`config.mk`:
```
export PLATFORM = sky130hd
export DESIGN_NAME = nubus_slave_resp_flat
export DESIGN_NICKNAME = d
export VERILOG_FILES = /design/src/rtl/nubus_slave_resp_pkg.sv /design/src/rtl/nubus_slave_resp_if.sv /design/src/rtl/nubus_slave_resp_decode.sv /design/src/rtl/nubus_slave_resp.sv /design/src/flat_wrapper.sv
export SDC_FILE = /design/constraint.sdc
export NUM_CORES = 1
export LEC_CHECK = 0
export ABC_CLOCK_PERIOD_IN_PS = 3300
export CAP_MARGIN = 40
export CORE_MARGIN = 2
export CORE_UTILIZATION = 51
export CTS_CLUSTER_DIAMETER = 50
export DETAILED_ROUTE_END_ITERATION = 10
export PLACE_DENSITY = 0.94
export SETUP_SLACK_MARGIN = 0.02
export SLEW_MARGIN = 20
export SYNTH_ARGS = -nofsm -noshare
export SYNTH_HDL_FRONTEND = slang
export SYNTH_SLANG_ARGS = --single-unit
```
`constraint.sdc`:
```
create_clock -name nub_clkn -period 3.3 [get_ports nub_clkn]
set_input_delay 0.66 -clock nub_clkn [delete_from_list [all_inputs] [get_ports nub_clkn]]
set_output_delay 0.66 -clock nub_clkn [all_outputs]
set_load 0.02 [all_outputs]
```
`src/rtl/nubus_slave_resp_pkg.sv`:
```
`default_nettype none
// ============================================================================
//  Module      : nubus_pkg
//  Description : Shared constants, state encoding and transfer-mode decode
//                for the NuBus slave responder.
//                - TM_* : {tm1n,tm0n} status codes driven during ACK
//                - WRITE_WR_* : local byte-strobe patterns
//                - state_t : responder FSM states
//                - mode_to_wstrb : transfer mode + low address -> strobes
//  Revision    : 1.0 - initial release
// ============================================================================
package nubus_pkg;

    localparam logic [1:0] TM_COMPLETE = 2'b11;
    localparam logic [1:0] TM_ERROR    = 2'b10;
    localparam logic [1:0] TM_TIMEOUT  = 2'b01;
    localparam logic [1:0] TM_TRYAGAIN = 2'b00;

    localparam logic [3:0] WRITE_WR_WORD   = 4'b1111;
    localparam logic [3:0] WRITE_WR_HALF_0 = 4'b0011;
    localparam logic [3:0] WRITE_WR_HALF_1 = 4'b1100;
    localparam logic [3:0] WRITE_WR_BYTE_0 = 4'b0001;
    localparam logic [3:0] WRITE_WR_BYTE_1 = 4'b0010;
    localparam logic [3:0] WRITE_WR_BYTE_2 = 4'b0100;
    localparam logic [3:0] WRITE_WR_BYTE_3 = 4'b1000;

    typedef enum logic [1:0] {
        ST_IDLE  = 2'd0,
        ST_WDATA = 2'd1,
        ST_MEM   = 2'd2,
        ST_ACK   = 2'd3
    } state_t;

    // tm0n and adn are bus-polarity (active low); the lane bits are
    // inverted here so callers can pass the sampled bus directly.
    function automatic logic [3:0] mode_to_wstrb(input logic tm0n, input logic [1:0] adn);
        logic [1:0] lane;
        logic [3:0] strb;
        lane = ~adn;
        if (!tm0n) begin
            case (lane)
                2'b00:   strb = WRITE_WR_BYTE_0;
                2'b01:   strb = WRITE_WR_BYTE_1;
                2'b10:   strb = WRITE_WR_BYTE_2;
                default: strb = WRITE_WR_BYTE_3;
            endcase
        end else begin
            case (lane)
                2'b00:   strb = WRITE_WR_HALF_0;
                2'b10:   strb = WRITE_WR_HALF_1;
                default: strb = WRITE_WR_WORD;   // 2'b11 word, 2'b01 reserved -> word
            endcase
        end
        return strb;
    endfunction

endpackage
`default_nettype wire

```
`src/rtl/nubus_slave_resp_if.sv`:
```
`default_nettype none
// ============================================================================
//  Module      : nubus_slave_resp_if
//  Description : NuBus slave-side bus signals plus the local memory request
//                channel. The slave modport is the responder's view; the
//                master modport is the view of the bus/card environment.
//                nub_* inputs are sampled bus levels (active low);
//                nub_*_o / *_oe are the responder's drive values/enables;
//                mem_* carry one true-polarity local transaction.
//  Revision    : 1.0 - initial release
// ============================================================================
interface nubus_slave_resp_if;

    logic [3:0]  nub_idn;
    logic        nub_startn;
    logic [31:0] nub_adn;
    logic        nub_tm0n;
    logic        nub_tm1n;
    logic [31:0] nub_adn_o;
    logic        nub_adn_oe;
    logic [1:0]  nub_tmn_o;
    logic        nub_ackn_o;
    logic        nub_ctl_oe;

    logic        mem_valid;
    logic [3:0]  mem_write;
    logic [31:0] mem_addr;
    logic [31:0] mem_wdata;
    logic        mem_myslot;
    logic        mem_myexp;
    logic        mem_ready;
    logic [31:0] mem_rdata;

    modport slave (
        input  nub_idn, nub_startn, nub_adn, nub_tm0n, nub_tm1n,
        output nub_adn_o, nub_adn_oe, nub_tmn_o, nub_ackn_o, nub_ctl_oe,
        output mem_valid, mem_write, mem_addr, mem_wdata, mem_myslot, mem_myexp,
        input  mem_ready, mem_rdata
    );

    modport master (
        output nub_idn, nub_startn, nub_adn, nub_tm0n, nub_tm1n,
        input  nub_adn_o, nub_adn_oe, nub_tmn_o, nub_ackn_o, nub_ctl_oe,
        input  mem_valid, mem_write, mem_addr, mem_wdata, mem_myslot, mem_myexp,
        output mem_ready, mem_rdata
    );

endinterface
`default_nettype wire

```
`src/rtl/nubus_slave_resp_decode.sv`:
```
`default_nettype none
// ============================================================================
//  Module      : nubus_slave_decode
//  Description : Combinational address/mode decode for the NuBus responder.
//  Ports       : adn      in  32  sampled address bus (active low)
//                idn      in  4   slot ID (active low)
//                tm0n     in  1   transfer mode bit 0 (active low)
//                addr     out 32  true-polarity address
//                slot_hit out 1   address in this card's $Fsxx_xxxx space
//                exp_hit  out 1   address in this card's $sxxx_xxxx space
//                strobe   out 4   byte strobes for the access
//  Revision    : 1.0 - initial release
// ============================================================================
module nubus_slave_decode
    import nubus_pkg::*;
#(
    parameter bit SLOT_ENABLE = 1'b1,
    parameter bit EXP_ENABLE  = 1'b1
) (
    input  logic [31:0] adn,
    input  logic [3:0]  idn,
    input  logic        tm0n,
    output logic [31:0] addr,
    output logic        slot_hit,
    output logic        exp_hit,
    output logic [3:0]  strobe
);

    logic [3:0] slot_id;

    assign slot_id  = ~idn;
    assign addr     = ~adn;
    assign slot_hit = SLOT_ENABLE && (addr[31:24] == {4'hF, slot_id});
    // Super slot $F is the standard slot space, so it never counts as expansion.
    assign exp_hit  = EXP_ENABLE && (addr[31:28] == slot_id) && (addr[31:28] != 4'hF);
    assign strobe   = mode_to_wstrb(tm0n, adn[1:0]);

endmodule
`default_nettype wire

```
`src/rtl/nubus_slave_resp.sv`:
```
`default_nettype none
// ============================================================================
//  Module      : nubus_slave_resp
//  Description : NuBus slave responder. Detects START cycles addressed to
//                this card, runs one local mem_* transaction and terminates
//                the bus cycle with ACK, status and (for reads) data.
//  Ports       : nub_clkn   in  NuBus clock; FSM/mem_* on falling edge,
//                                bus drive registers on rising edge
//                nub_resetn in  asynchronous active-low reset
//                bus        slave modport of nubus_slave_resp_if
//  Revision    : 1.0 - initial release
// ============================================================================
module nubus_slave_resp
    import nubus_pkg::*;
#(
    parameter bit SLOT_ENABLE    = 1'b1,
    parameter bit EXP_ENABLE     = 1'b1,
    parameter int TIMEOUT_CLOCKS = 255
) (
    input  logic              nub_clkn,
    input  logic              nub_resetn,
    nubus_slave_resp_if.slave bus
);

    // The wait counter is compared against the last count before the
    // timeout fires, so mem_valid stays up for exactly TIMEOUT_CLOCKS clocks.
    localparam logic [7:0] TIMEOUT_LAST = 8'(TIMEOUT_CLOCKS - 1);

    logic [31:0] dec_addr;
    logic        slot_hit;
    logic        exp_hit;
    logic [3:0]  dec_strobe;

    state_t      state;
    logic        is_write;
    logic [3:0]  wstrb;
    logic [7:0]  wait_cnt;
    logic [1:0]  status;
    logic [31:0] rdata;

    nubus_slave_decode #(
        .SLOT_ENABLE (SLOT_ENABLE),
        .EXP_ENABLE  (EXP_ENABLE)
    ) u_decode (
        .adn      (bus.nub_adn),
        .idn      (bus.nub_idn),
        .tm0n     (bus.nub_tm0n),
        .addr     (dec_addr),
        .slot_hit (slot_hit),
        .exp_hit  (exp_hit),
        .strobe   (dec_strobe)
    );

    // Sampling side: FSM and local request registers.
    always_ff @(negedge nub_clkn or negedge nub_resetn) begin
        if (!nub_resetn) begin
            state          <= ST_IDLE;
            is_write       <= 1'b0;
            wstrb          <= 4'b0000;
            wait_cnt       <= 8'd0;
            status         <= TM_COMPLETE;
            rdata          <= 32'h0;
            bus.mem_valid  <= 1'b0;
            bus.mem_write  <= 4'b0000;
            bus.mem_addr   <= 32'h0;
            bus.mem_wdata  <= 32'h0;
            bus.mem_myslot <= 1'b0;
            bus.mem_myexp  <= 1'b0;
        end else begin
            case (state)
                ST_IDLE: begin
                    if (!bus.nub_startn && (slot_hit || exp_hit)) begin
                        bus.mem_addr   <= dec_addr & 32'hFFFF_FFFC;
                        bus.mem_myslot <= slot_hit;
                        bus.mem_myexp  <= exp_hit;
                        is_write       <= !bus.nub_tm1n;
                        wstrb          <= dec_strobe;
                        wait_cnt       <= 8'd0;
                        if (!bus.nub_tm1n) begin
                            state <= ST_WDATA;
                        end else begin
                            bus.mem_valid <= 1'b1;
                            bus.mem_write <= 4'b0000;
                            state         <= ST_MEM;
                        end
                    end
                end
                ST_WDATA: begin
                    bus.mem_wdata <= ~bus.nub_adn;
                    bus.mem_write <= wstrb;
                    bus.mem_valid <= 1'b1;
                    state         <= ST_MEM;
                end
                ST_MEM: begin
                    if (bus.mem_ready) begin
                        rdata         <= bus.mem_rdata;
                        status        <= TM_COMPLETE;
                        bus.mem_valid <= 1'b0;
                        bus.mem_write <= 4'b0000;
                        state         <= ST_ACK;
                    end else if (wait_cnt == TIMEOUT_LAST) begin
                        rdata         <= 32'hFFFF_FFFF;
                        status        <= TM_ERROR;
                        bus.mem_valid <= 1'b0;
                        bus.mem_write <= 4'b0000;
                        state         <= ST_ACK;
                    end else begin
                        wait_cnt <= wait_cnt + 8'd1;
                    end
                end
                ST_ACK: begin
                    // ACK is already on the bus from the preceding rising edge.
                    state <= ST_IDLE;
                end
                default: state <= ST_IDLE;
            endcase
        end
    end

    // Driving side: ACK/status/data registers, held exactly while in ST_ACK.
    always_ff @(posedge nub_clkn or negedge nub_resetn) begin
        if (!nub_resetn) begin
            bus.nub_ackn_o <= 1'b1;
            bus.nub_tmn_o  <= 2'b11;
            bus.nub_ctl_oe <= 1'b0;
            bus.nub_adn_o  <= 32'hFFFF_FFFF;
            bus.nub_adn_oe <= 1'b0;
        end else if (state == ST_ACK) begin
            bus.nub_ackn_o <= 1'b0;
            bus.nub_tmn_o  <= status;
            bus.nub_ctl_oe <= 1'b1;
            bus.nub_adn_o  <= is_write ? 32'hFFFF_FFFF : ~rdata;
            bus.nub_adn_oe <= !is_write;
        end else begin
            bus.nub_ackn_o <= 1'b1;
            bus.nub_tmn_o  <= 2'b11;
            bus.nub_ctl_oe <= 1'b0;
            bus.nub_adn_o  <= 32'hFFFF_FFFF;
            bus.nub_adn_oe <= 1'b0;
        end
    end

endmodule
`default_nettype wire

```
`src/flat_wrapper.sv`:
```
// flat-port wrapper written by rule: the top's interface ports become plain ports
module nubus_slave_resp_flat import nubus_pkg::*;
#(
    parameter bit SLOT_ENABLE    = 1'b1,
    parameter bit EXP_ENABLE     = 1'b1,
    parameter int TIMEOUT_CLOCKS = 255
)
  (nub_clkn, nub_resetn, bus_nub_idn, bus_nub_startn, bus_nub_adn, bus_nub_tm0n, bus_nub_tm1n, bus_nub_adn_o, bus_nub_adn_oe, bus_nub_tmn_o, bus_nub_ackn_o, bus_nub_ctl_oe, bus_mem_valid, bus_mem_write, bus_mem_addr, bus_mem_wdata, bus_mem_myslot, bus_mem_myexp, bus_mem_ready, bus_mem_rdata);
  nubus_slave_resp_if bus_i ();
  input  logic nub_clkn;
  input  logic nub_resetn;
  input wire logic [$bits(bus_i.nub_idn)-1:0] bus_nub_idn;
  input wire logic [$bits(bus_i.nub_startn)-1:0] bus_nub_startn;
  input wire logic [$bits(bus_i.nub_adn)-1:0] bus_nub_adn;
  input wire logic [$bits(bus_i.nub_tm0n)-1:0] bus_nub_tm0n;
  input wire logic [$bits(bus_i.nub_tm1n)-1:0] bus_nub_tm1n;
  output wire logic [$bits(bus_i.nub_adn_o)-1:0] bus_nub_adn_o;
  output wire logic [$bits(bus_i.nub_adn_oe)-1:0] bus_nub_adn_oe;
  output wire logic [$bits(bus_i.nub_tmn_o)-1:0] bus_nub_tmn_o;
  output wire logic [$bits(bus_i.nub_ackn_o)-1:0] bus_nub_ackn_o;
  output wire logic [$bits(bus_i.nub_ctl_oe)-1:0] bus_nub_ctl_oe;
  output wire logic [$bits(bus_i.mem_valid)-1:0] bus_mem_valid;
  output wire logic [$bits(bus_i.mem_write)-1:0] bus_mem_write;
  output wire logic [$bits(bus_i.mem_addr)-1:0] bus_mem_addr;
  output wire logic [$bits(bus_i.mem_wdata)-1:0] bus_mem_wdata;
  output wire logic [$bits(bus_i.mem_myslot)-1:0] bus_mem_myslot;
  output wire logic [$bits(bus_i.mem_myexp)-1:0] bus_mem_myexp;
  input wire logic [$bits(bus_i.mem_ready)-1:0] bus_mem_ready;
  input wire logic [$bits(bus_i.mem_rdata)-1:0] bus_mem_rdata;
  assign bus_i.nub_idn = bus_nub_idn;
  assign bus_i.nub_startn = bus_nub_startn;
  assign bus_i.nub_adn = bus_nub_adn;
  assign bus_i.nub_tm0n = bus_nub_tm0n;
  assign bus_i.nub_tm1n = bus_nub_tm1n;
  assign bus_nub_adn_o = bus_i.nub_adn_o;
  assign bus_nub_adn_oe = bus_i.nub_adn_oe;
  assign bus_nub_tmn_o = bus_i.nub_tmn_o;
  assign bus_nub_ackn_o = bus_i.nub_ackn_o;
  assign bus_nub_ctl_oe = bus_i.nub_ctl_oe;
  assign bus_mem_valid = bus_i.mem_valid;
  assign bus_mem_write = bus_i.mem_write;
  assign bus_mem_addr = bus_i.mem_addr;
  assign bus_mem_wdata = bus_i.mem_wdata;
  assign bus_mem_myslot = bus_i.mem_myslot;
  assign bus_mem_myexp = bus_i.mem_myexp;
  assign bus_i.mem_ready = bus_mem_ready;
  assign bus_i.mem_rdata = bus_mem_rdata;
  nubus_slave_resp #(.SLOT_ENABLE(SLOT_ENABLE), .EXP_ENABLE(EXP_ENABLE), .TIMEOUT_CLOCKS(TIMEOUT_CLOCKS)) u_core (.nub_clkn(nub_clkn), .nub_resetn(nub_resetn), .bus(bus_i));
endmodule
```
==> out/qor.csv <==
stage;metric;value;unit
worst_setup_path;slowest cell on the critical path;bufbuf_16;
grt;vias in the first global route;6008;
finish;n_diodes;0;
placed_design;placed inst area;0.008364;mm²
logic_synthesis;FFs w/ async S/R, synth;100.0;%
finish;Sequential cell area;0.003872;mm²
route;Post-Route WL;25430;µm
grt;largest net degree at the start of global routing;58;
worst_setup_path;CP endpoint kind;flip-flop;
finish;Syn-to-layout area delta;62.55;%
worst_setup_path;Most common cell on crit path;o21ai_1;
finish;footprint of the multi-input gates;0.002340;mm²
finish;Post-Layout Cell Count;947;
timing;clk_skew;46.23;ps
run;max-cap violation count;0;
logic_synthesis;Avg Inst Size Synth;11.85;µm²
grt;initial antenna violation count;0;
floorplan;Rows;40;
placed_design;placed insts;854;
worst_setup_path;CP startpoint kind;input pin;
finish;design area;0.01002;mm²
pwr;Reg power frac;33.8;%
worst_setup_path;Req. time, crit path;1870;ps
worst_hold_path;worst hold path type;input pin to asynchronous set/reset pin;
pwr;Pwr per Cell Area;1055;mW/mm²
cts;total CTS buffers;17;
floorplan;I/O pin count;182;
pwr;Gate power share;46.0;%
pwr;switching share of power;39.45;%
route;detailed-route via count;6109;
placed_design;routability-driven placement congestion ratio;0.8756;
timing;Setup violations, final;86;
floorplan;die area;0.01298;mm²
floorplan;overall die height;113.9;µm
grt;overall routing resource usage;34.53;%
route;First DRT Iteration DRCs;922;
finish;fin util;84.11;%
pwr;Psw;0.004171;W
cts;Clock Latency Late Sink;440;ps
route;drt first pass iters;7;
cts;htree depth;4;
worst_setup_path;CP Max Fanout;9;
pwr;Peak supply drop;0.7914;mV
pwr;static leakage;4.513;nW
logic_synthesis;Mapped Cells;520;
worst_setup_path;slowest cell delay on critical path;330;ps
placed_design;Place WS;-1183;ps
worst_setup_path;CP top delay family;buffers and inverters;
timing;unrepaired setup endpoints after global routing;true;
worst_setup_path;critical path class;input pin to flip-flop;
worst_setup_path;CP arrival;2340;ps
timing;Max Transition Viols Final;0;
route;Routed WL per cell;26.85;µm
pwr;internal power;0.006402;W
logic_synthesis;Yosys warning count;0;
route;Detail Route Antenna Nets;0;
floorplan;core footprint;0.01191;mm²
floorplan;Initial Util;51.74;%
pwr;clock power share;20.1;%
floorplan;Die X;113.9;µm
placed_design;input/output buffers;178;
route;DRC Markers;0;
timing;TNS Setup;-15940;ps
cts;clock-pin slew on the worst setup and hold paths;60;ps
finish;share of cells above drive strength 1;40.63;%
logic_synthesis;post-synthesis sequential area ratio;62.83;%
logic_synthesis;Netlist cell types;54;
timing;Max-slew headroom;49.24;%
timing;Slew @ Worst Pin;758.6;ps
logic_synthesis;register bit total from synthesis;153;
placed_design;DP HPWL;11920;µm
finish;fin nets;867;
grt;first-pass GRT wire length;33510;µm
grt;total gr overflow;0;
cts;clock root buffer;clkbuf_16;
worst_setup_path;Critical path buffers and inverters;3;
outcome;failing checks;setup timing;
worst_setup_path;critical path, cell by cell;buf_2, xor2_1, nor3_2, buf_4, a22oi_4, bufbuf_16, o21ai_1, o21ai_1;
logic_synthesis;Post-Syn Area;0.006163;mm²
timing;setup ws final;-467.5;ps
logic_synthesis;Main synth FF type;dfrtn_1;
route;DR vias/cell;6.451;
finish;Fill cells;490;
cts;Num Clock Sinks;153;
outcome;status;complete, but fails checks;
cts;CTS tree;built;
cts;CTS Buffer Depth;2;
timing;Final Hold Viols;0;
logic_synthesis;Post-synth EDFFs;0;
==> registers in the layout (all words and copies together) (netlist names) <==
register,flops
u_core.bus.mem_wdata,32
u_core.bus.nub_adn_o,32
u_core.rdata,32
u_core.bus.mem_addr,30
u_core.wait_cnt,8
u_core.bus.mem_write,4
u_core.wstrb,4
u_core.state,2
u_core.bus.mem_myexp,1
u_core.bus.mem_myslot,1
u_core.bus.mem_valid,1
u_core.bus.nub_ackn_o,1
u_core.bus.nub_adn_oe,1
u_core.bus.nub_ctl_oe,1
u_core.bus.nub_tmn_o,1
u_core.is_write,1
u_core.status,1
==> worst paths after layout <==
kind | from | to | slack [ps] | cells after the start
min in group nub_clkn | u_core.rdata[31] | u_core.rdata[31] | 440 | 1
setup reg to reg | u_core.state[1] | u_core.bus.nub_adn_o[28] | 120 | 5
hold reg to reg | u_core.rdata[31] | u_core.rdata[31] | 440 | 1
setup / recovery | bus_nub_adn[31] | u_core.bus.mem_addr[4] | -470 | 8
hold / removal | nub_resetn | u_core.bus.nub_ctl_oe | 120 | 1
max in group asynchronous | nub_resetn | u_core.rdata[22] | 1030 | 2
==> metrics by stage <==
step	hold WS, ps	power (W)
floorplan	364.4	0.005296
global placement	429.7	0.006972
detailed placement	437.6	0.007196
CTS	102.9	0.009658
global route	118.3	0.01087
finish	116.2	0.01057
==> logic make-up after synthesis <==
group                    count (synthesis)  synth area share, %
flip-flops                             153                62.83
AND/OR/NAND/NOR                        104                8.344
AO/OA/AOI/OAI                          147                16.08
multiplexers                            32                5.298
adder cells (fa/ha/maj)                  6                1.218
XOR/XNOR                                 8                1.137
other                                    2               0.1218
buffers and inverters                   68                4.973
==> layout make-up <==
type	count	share of cell area [%]
flip-flops and latches	153	38.65
clock buffers	20	4.459
repair buffers	277	28.46
clock inverters	13	1.886
inverters	36	1.349
multi-input cells	301	23.35
well taps	147	1.836
==> power by group through the flow <==
| stage | Clock (W) | Combinational (W) | Sequential [W] |
|---|---|---|---|
| 4_1_cts | 0.00210 | 0.00413 | 0.00342 |
| 2_1_floorplan | 0.00000379 | 0.00128 | 0.00401 |
| 3_5_place_dp | 0.00000379 | 0.00381 | 0.00338 |
| 3_3_place_gp | 0.00000379 | 0.00367 | 0.00330 |
| 6_report | 0.00213 | 0.00487 | 0.00358 |
| 5_1_grt | 0.00222 | 0.00503 | 0.00362 |
==> what timing repair did <==
action / in CTS / in global routing
gates resized for setup: 521 / 67
pin swaps: 25 / 19
cloned: 7 / 0
hold endpoints to repair: 0 / 0
buffers inserted: 26 / 28
setup endpoints to repair: 124 / 121
hold buffers: 0 / 0
==> Yosys cell counts (2+ instances only) <==
cell type | instances | area, µm²
ha_1 | 6 | 75.07
nor3_2 | 3 | 30.03
dfrtn_1 | 116 | 2903
o21ai_1 | 30 | 150.1
dfstp_2 | 35 | 919.6
buf_2 | 8 | 40.04
nor2_1 | 15 | 56.30
o211ai_1 | 6 | 45.04
o311ai_0 | 3 | 26.28
nand4b_1 | 2 | 17.52
or4_1 | 5 | 37.54
nand3_1 | 8 | 40.04
a31oi_1 | 4 | 25.02
buf_6 | 4 | 45.04
a21oi_1 | 9 | 45.04
o22a_1 | 32 | 280.3
nor4_1 | 2 | 12.51
clkbuf_1 | 15 | 56.30
conb_1 | 2 | 7.510
nand4_1 | 4 | 25.02
nand2b_1 | 3 | 18.77
o21ai_0 | 44 | 220.2
mux2_2 | 5 | 56.30
xor2_1 | 7 | 61.31
inv_1 | 36 | 135.1
nor3_1 | 3 | 15.01
nand2_1 | 53 | 198.9
o31ai_1 | 5 | 37.54
buf_4 | 3 | 22.52
mux2i_1 | 27 | 270.3
dfrtp_1 | 2 | 50.05
==> cell usage in the layout, fill, tap and decap left out, drive strengths merged, types with 2 or more instances in the layout <==
| master | n |
|---|---|
| dfrtp | 2 |
| nor4 | 3 |
| o22a | 32 |
| dfrtn | 116 |
| a22oi | 2 |
| o31ai | 5 |
| conb | 3 |
| ha | 6 |
| dfstp | 35 |
| nand2 | 54 |
| o21bai | 2 |
| clkinv | 4 |
| clkdlybuf4s50 | 94 |
| o211ai | 6 |
| nor2 | 16 |
| mux2i | 27 |
| nand4 | 4 |
| dlygate4sd2 | 2 |
| a31oi | 5 |
| inv | 40 |
| o311ai | 3 |
| or4 | 5 |
| nor3 | 6 |
| clkbuf | 21 |
| o221a | 2 |
| a21oi | 9 |
| bufbuf | 2 |
| nand4b | 2 |
| o21ai | 74 |
| buf | 178 |
| nand2b | 3 |
| mux2 | 5 |
| xor2 | 7 |
| bufinv | 4 |
| nand3 | 8 |
==> layer usage <==
| layer | GRT usage (%) | vias to the layer above | part of all wire (%) |
|---|---|---|---|
| met3 | 11.53 | 192 | 12 |
| met4 | 20.41 | 0 | 6.8 |
| met5 | 0 | - | 0 |
| met1 | 40.45 | 2943 | 35 |
| met2 | 55.60 | 611 | 46 |
| li1 | - | 2363 | - |
(Power assumes the default switching activity.)
